$ cat src/rtl/dz_pkg.sv
// Shared definitions for the dot-matrix countdown scanner: colour states,
// blanking constant and the 8x8 glyph table.
package dz_pkg;

    typedef enum logic [1:0] {
        ST_GREEN   = 2'd0,
        ST_RED_ON  = 2'd1,
        ST_RED_OFF = 2'd2
    } colour_e;

    localparam logic [7:0] ROW_OFF = 8'hFF;
    localparam int         DIGIT_W = 3;

    // One 64-bit word per digit, row 0 in the top byte, MSB = leftmost column.
    localparam logic [0:7][63:0] GLYPH = '{
        64'h3C666E7666663C00,
        64'h183818181818_3C00,
        64'h3C66060C30607E00,
        64'h3C66061C06663C00,
        64'h0C1C3C6C7E0C0C00,
        64'h7E607C0606663C00,
        64'h0000000000000000,
        64'h0000000000000000
    };

endpackage

$ cat src/rtl/dz_font.sv
// Combinational glyph lookup: digit and row index to one 8-bit column pattern.
module dz_font
    import dz_pkg::*;
(
    input  logic [DIGIT_W-1:0] digit,
    input  logic [2:0]         row_idx,
    output logic [7:0]         glyph
);

    logic [2:0] byte_sel;

    always_comb begin
        byte_sel = 3'd7 - row_idx;
        glyph    = GLYPH[digit][{byte_sel, 3'b000} +: 8];
    end

endmodule

$ cat src/rtl/dz_scan.sv
// 8x8 bicolour matrix scanner for a countdown digit: row multiplexing,
// frame-synchronous digit update and a green / blinking-red colour FSM.
module dz_scan
    import dz_pkg::*;
#(
    parameter int unsigned SCAN_DIV     = 1,
    parameter int unsigned BLINK_FRAMES = 32
) (
    input  logic               clk,
    input  logic               rst,
    input  logic [DIGIT_W-1:0] digit,
    input  logic               digit_vld,
    input  logic               done,
    output logic [7:0]         row,
    output logic [7:0]         colr,
    output logic [7:0]         colg,
    output logic               frame_start
);

    localparam logic [9:0] PRESC_MAX  = 10'(SCAN_DIV - 1);
    localparam logic [7:0] BLINK_LAST = 8'(BLINK_FRAMES - 1);

    logic [9:0]         presc_q, presc_d;
    logic [2:0]         idx_q, idx_d;
    logic [DIGIT_W-1:0] pend_q, pend_d;
    logic [DIGIT_W-1:0] act_q, act_d;
    logic [7:0]         fcnt_q, fcnt_d;
    colour_e            state_q, state_d;
    logic [7:0]         row_q, row_d;
    logic [7:0]         colr_q, colr_d;
    logic [7:0]         colg_q, colg_d;
    logic               fs_q, fs_d;

    logic       tick;
    logic       frame_end;
    logic       blink_due;
    logic [7:0] glyph;

    dz_font u_font (
        .digit   (act_q),
        .row_idx (idx_q),
        .glyph   (glyph)
    );

    always_comb begin
        tick      = (presc_q == PRESC_MAX);
        frame_end = tick && (idx_q == 3'd7);
        presc_d   = tick ? 10'd0 : presc_q + 10'd1;
        idx_d     = tick ? idx_q + 3'd1 : idx_q;
        pend_d    = digit_vld ? digit : pend_q;
        act_d     = act_q;
        // A strobe landing on the boundary bypasses the stale pending value.
        if (frame_end) begin
            act_d = digit_vld ? digit : pend_q;
        end
    end

    always_comb begin
        state_d   = state_q;
        fcnt_d    = fcnt_q;
        blink_due = (fcnt_q == BLINK_LAST);
        if (frame_end) begin
            case (state_q)
                ST_GREEN:   if (done) state_d = ST_RED_ON;
                ST_RED_ON:  if (!done) state_d = ST_GREEN;
                            else if (blink_due) state_d = ST_RED_OFF;
                ST_RED_OFF: if (!done) state_d = ST_GREEN;
                            else if (blink_due) state_d = ST_RED_ON;
                default:    state_d = ST_GREEN;
            endcase
            fcnt_d = (state_d != state_q) ? 8'd0 : fcnt_q + 8'd1;
        end
    end

    always_comb begin
        row_d  = ~(8'd1 << idx_q);
        fs_d   = (idx_q == 3'd0) && (presc_q == 10'd0);
        colr_d = 8'h00;
        colg_d = 8'h00;
        case (state_q)
            ST_GREEN:  colg_d = glyph;
            ST_RED_ON: colr_d = glyph;
            default:   ;
        endcase
    end

    always_ff @(posedge clk or negedge rst) begin
        if (!rst) begin
            presc_q <= 10'd0;
            idx_q   <= 3'd0;
            pend_q  <= '0;
            act_q   <= '0;
            fcnt_q  <= 8'd0;
            state_q <= ST_GREEN;
            row_q   <= ROW_OFF;
            colr_q  <= 8'h00;
            colg_q  <= 8'h00;
            fs_q    <= 1'b0;
        end else begin
            presc_q <= presc_d;
            idx_q   <= idx_d;
            pend_q  <= pend_d;
            act_q   <= act_d;
            fcnt_q  <= fcnt_d;
            state_q <= state_d;
            row_q   <= row_d;
            colr_q  <= colr_d;
            colg_q  <= colg_d;
            fs_q    <= fs_d;
        end
    end

    assign row         = row_q;
    assign colr        = colr_q;
    assign colg        = colg_q;
    assign frame_start = fs_q;

endmodule

$ cat config.mk
export PLATFORM = sky130hd
export DESIGN_NAME = dz_scan
export DESIGN_NICKNAME = d
export VERILOG_FILES = /design/src/rtl/dz_pkg.sv /design/src/rtl/dz_font.sv /design/src/rtl/dz_scan.sv
export SDC_FILE = /design/constraint.sdc
export NUM_CORES = 1
export LEC_CHECK = 0
export ABC_AREA = 1
export CAP_MARGIN = 20
export CORE_MARGIN = 4
export CORE_UTILIZATION = 30
export CTS_CLUSTER_SIZE = 24
export DETAILED_ROUTE_END_ITERATION = 16
export GPL_TIMING_DRIVEN = 0
export PLACE_DENSITY = 0.51
export SLEW_MARGIN = 0
export SYNTH_ARGS = -nofsm -noshare
export SYNTH_HDL_FRONTEND = slang
export SYNTH_SLANG_ARGS = --single-unit
$ cat constraint.sdc
create_clock -name clk -period 1.7 [get_ports clk]
set_input_delay 0.51 -clock clk [delete_from_list [all_inputs] [get_ports clk]]
set_output_delay 0.51 -clock clk [all_outputs]
set_load 0.05 [all_outputs]
==> impl_metrics.yaml <==
pwr:
  p_per_area_nw_per_um2: 751
  leakage_nw: 1.67
  power.switching_mw: 0.680
  internal-power_mw: 1.69
  clkPwrFrac_pct: 30.1
  seqPwrFrac_pct: 53.1
  combPwrFrac_pct: 16.8
  worst_ir_drop_vdd_v: 0.000280
  p_sw_share_pct: 28.7
detailed_routing:
  wl_per_cell_um: 11.1
  antenna_left: 0
  wl_um: 5200
  first_pass_iters: 4
  vias: 2039
  viasPerCell: 4.34
  drc: 0
  initialDrtViolationCount: 55
timing:
  finalCriticalPeriod_ps: 1660
  period_share_pct: 97.7
  drv_slew: 0
  hold_viol: 0
  whs_ps: 191
  totalNegativeSetupSlack_ps: 0
  relSlewSlack_pct: 62.5
  setup-violations-final: 0
  worst_pin_slew_ps: 563
  fin_ws_ps: 38.8
  finClkSkew_ps: 9.43
  max_freq_mhz: 602
synth:
  synth_area_leader_cell: "dfrtp_1"
  yosys_warnings: 0
  synth_top_area_share_pct: 39.6
  synth-adder-area-share_pct: 7.07
  synth_area_leaders: "dfrtp_1, nand2_1, dfstp_2, ha_1, nand3_1"
  synth_compound_area_share_pct: 5.37
  synth_area_um2: 2660
  synth_top_family_by_area: "simple AND/OR/NAND/NOR gates"
  synthSimpleGateAreaFrac_pct: 27.1
  ys_ff_latch: 50
  synth-xor-area-share_pct: 3.96
  synth_mux_area_share_pct: 1.27
  postSynthCellCount: 321
  syn_area_per_cell_um2: 8.28
  ys_seq_area_share_pct: 47.5
  synth.distinct_cells: 30
critical_path:
  cp.depth: 1
  cp_slowest_cell: "dlygate4sd2_1"
  required_ps: 1190
  critPathArrivalTime_ps: 1150
  cp_max_fo: 1
  path_buf_inv: 1
  worstPathCellList: "dlygate4sd2_1"
  path_class: "flip-flop to output pin"
  r2r_cells: 5
  startpoint_type: "flip-flop"
  max_stage_delay_ps: 520
  crit_family: "buffers and inverters"
  worstSetupEndpointType: "output pin"
die:
  dieHeight_um: 102
  rows: 34
  core_um2: 8680
  pin_count: 32
  die_w_um: 102
  die_area_um2: 10400
  floorplan.initialDensity_pct: 30.6
min_path:
  min_path_type: "input port to async pin"
finish:
  fillers: 925
  n_antenna_cell: 0
  final_area_um2: 3150
  area.growth.synth_to_final_pct: 18.7
  fin_cells: 470
  drive_above_1_share_pct: 15.2
  nNetsFinal: 383
placement:
  dp.final_hpwl_um: 3830
  place_ws_ps: -109
  dp_cells: 460
  dpl-instance-area_um2: 3090
  place.gp.congestion: 0.858
  portBuffers: 27
outcome:
  outcome: "completed"
run:
  maxCapViolCount: 0
clocking:
  root_buffer: "clkbuf_8"
  htreeDepth: 2
  cts_max_path_buffers: 2
  clock_latency_ps: 300
  cts.sinks: 50
  cts-buffers-inserted: 5
  cts_tree: "done"
  cts_hold_buf: 0
  cts.reportedPaths.clkPinSlew_ps: 90
global_routing:
  grt_usage_pct: 11.0
  grt_max_degree: 27
  grt_pass1_wl_um: 9170
  antenna_found_initial: 0
  overflow: 0
  grt_pass1_vias: 1981
cells in the mapped netlist, drive strengths merged:
master  number
xor2        11
xnor2        1
a21oi       12
conb         1
ha          15
or2          1
nor2        23
nand3b       1
o21ai       13
clkbuf       2
mux2         3
a31oi        1
dfstp        8
a21boi       1
inv         33
nand2      109
nand3       29
buf          9
nor3         3
nand4        2
clkinv       1
dfrtp       42
worst paths after layout:
kind / start / end / slack [ps]
max: colr[4]$_DFF_PN0_ / colr[4] / 40
min: rst / colg[1]$_DFF_PN0_ / 190
max reg2reg: idx_q[1]$_DFFE_PN0N_ / idx_q[1]$_DFFE_PN0N_ / 110
min reg2reg: presc_q[0]$_DFF_PN0_ / presc_q[0]$_DFF_PN0_ / 500
max in group asynchronous: rst / act_q[1]$_DFFE_PN0P_ / 960
min in group clk: presc_q[0]$_DFF_PN0_ / presc_q[0]$_DFF_PN0_ / 500
sequential cells by signal, summed over array words and instances (netlist names):
signal	cells
presc_q	10
pend_q	3
act_q	3
row	8
colg	6
fcnt_q	8
state_q	2
frame_start	1
idx_q	3
colr	6
power groups by stage:
| stage | Clock, mW | Sequential (mW) | Combinational, mW |
|---|---|---|---|
| finish | 0.712 | 1.26 | 0.397 |
| global route | 0.791 | 1.26 | 0.450 |
| CTS | 0.748 | 1.26 | 0.387 |
| detailed placement | 0 | 1.28 | 0.402 |
| global placement | 0 | 1.28 | 0.397 |
| floorplan | 0 | 1.36 | 0.186 |
placed cells by master (no fill, tap or decap), types with 4 or more instances in the layout:
master / synthesis / layout
inv_1: 31 / 28
xor2_1: 11 / 11
conb_1: 1 / 4
clkdlybuf4s15_1: 0 / 6
nor2_1: 21 / 19
buf_4: 5 / 7
dlygate4sd2_1: 0 / 6
clkdlybuf4s50_1: 0 / 5
inv_2: 2 / 4
dfrtp_1: 42 / 41
o21ai_0: 12 / 12
nand2_1: 108 / 108
a21oi_1: 12 / 12
clkbuf_8: 0 / 6
ha_1: 15 / 14
buf_2: 3 / 12
dfstp_2: 8 / 8
nand3_1: 29 / 29
cell type report:
cell class	count	area (um^2)	area share, %
clock inverters	1	5.00	0.159
flip-flops and latches	50	1260	40.0
clock buffers	7	86.3	2.74
repair buffers	30	248	7.86
inverters	34	130	4.13
multi-input cells	229	1210	38.4
plain buffers	11	75.1	2.38
well taps	108	135	4.29
timing repair:
action,4_1_cts,5_1_grt
pin swaps,0,0
gates resized for setup,46,23
endpoints found under the setup margin,22,22
setup buffers,0,2
cloned,0,0
layer usage:
layer	GRT usage (%)	vias up	wire length, um	share of wire (%)
li1	-	1070	-	-
met1	15.4	937	2580	50
met2	17.0	27	2360	45
met3	2.25	5	209	4.0
met4	3.63	0	50	0.96
met5	0	-	0	0
kinds of logic after synthesis:
| group | count (synthesis) |
|---|---|
| XOR/XNOR | 12 |
| AND/OR/NAND/NOR | 168 |
| flip-flops | 50 |
| AO/OA/AOI/OAI | 27 |
| multiplexers | 3 |
| other | 1 |
| adder cells (fa/ha/maj) | 15 |
| buffers and inverters | 45 |
metrics by stage:
stage	util, %	power [mW]
2_1_floorplan	-	1.55
3_5_place_dp	35.6	1.68
6_report	36.3	2.37
4_1_cts	36.3	2.39
5_1_grt	36.3	2.50
3_3_place_gp	35.4	1.68
(Power assumes the default switching activity.)
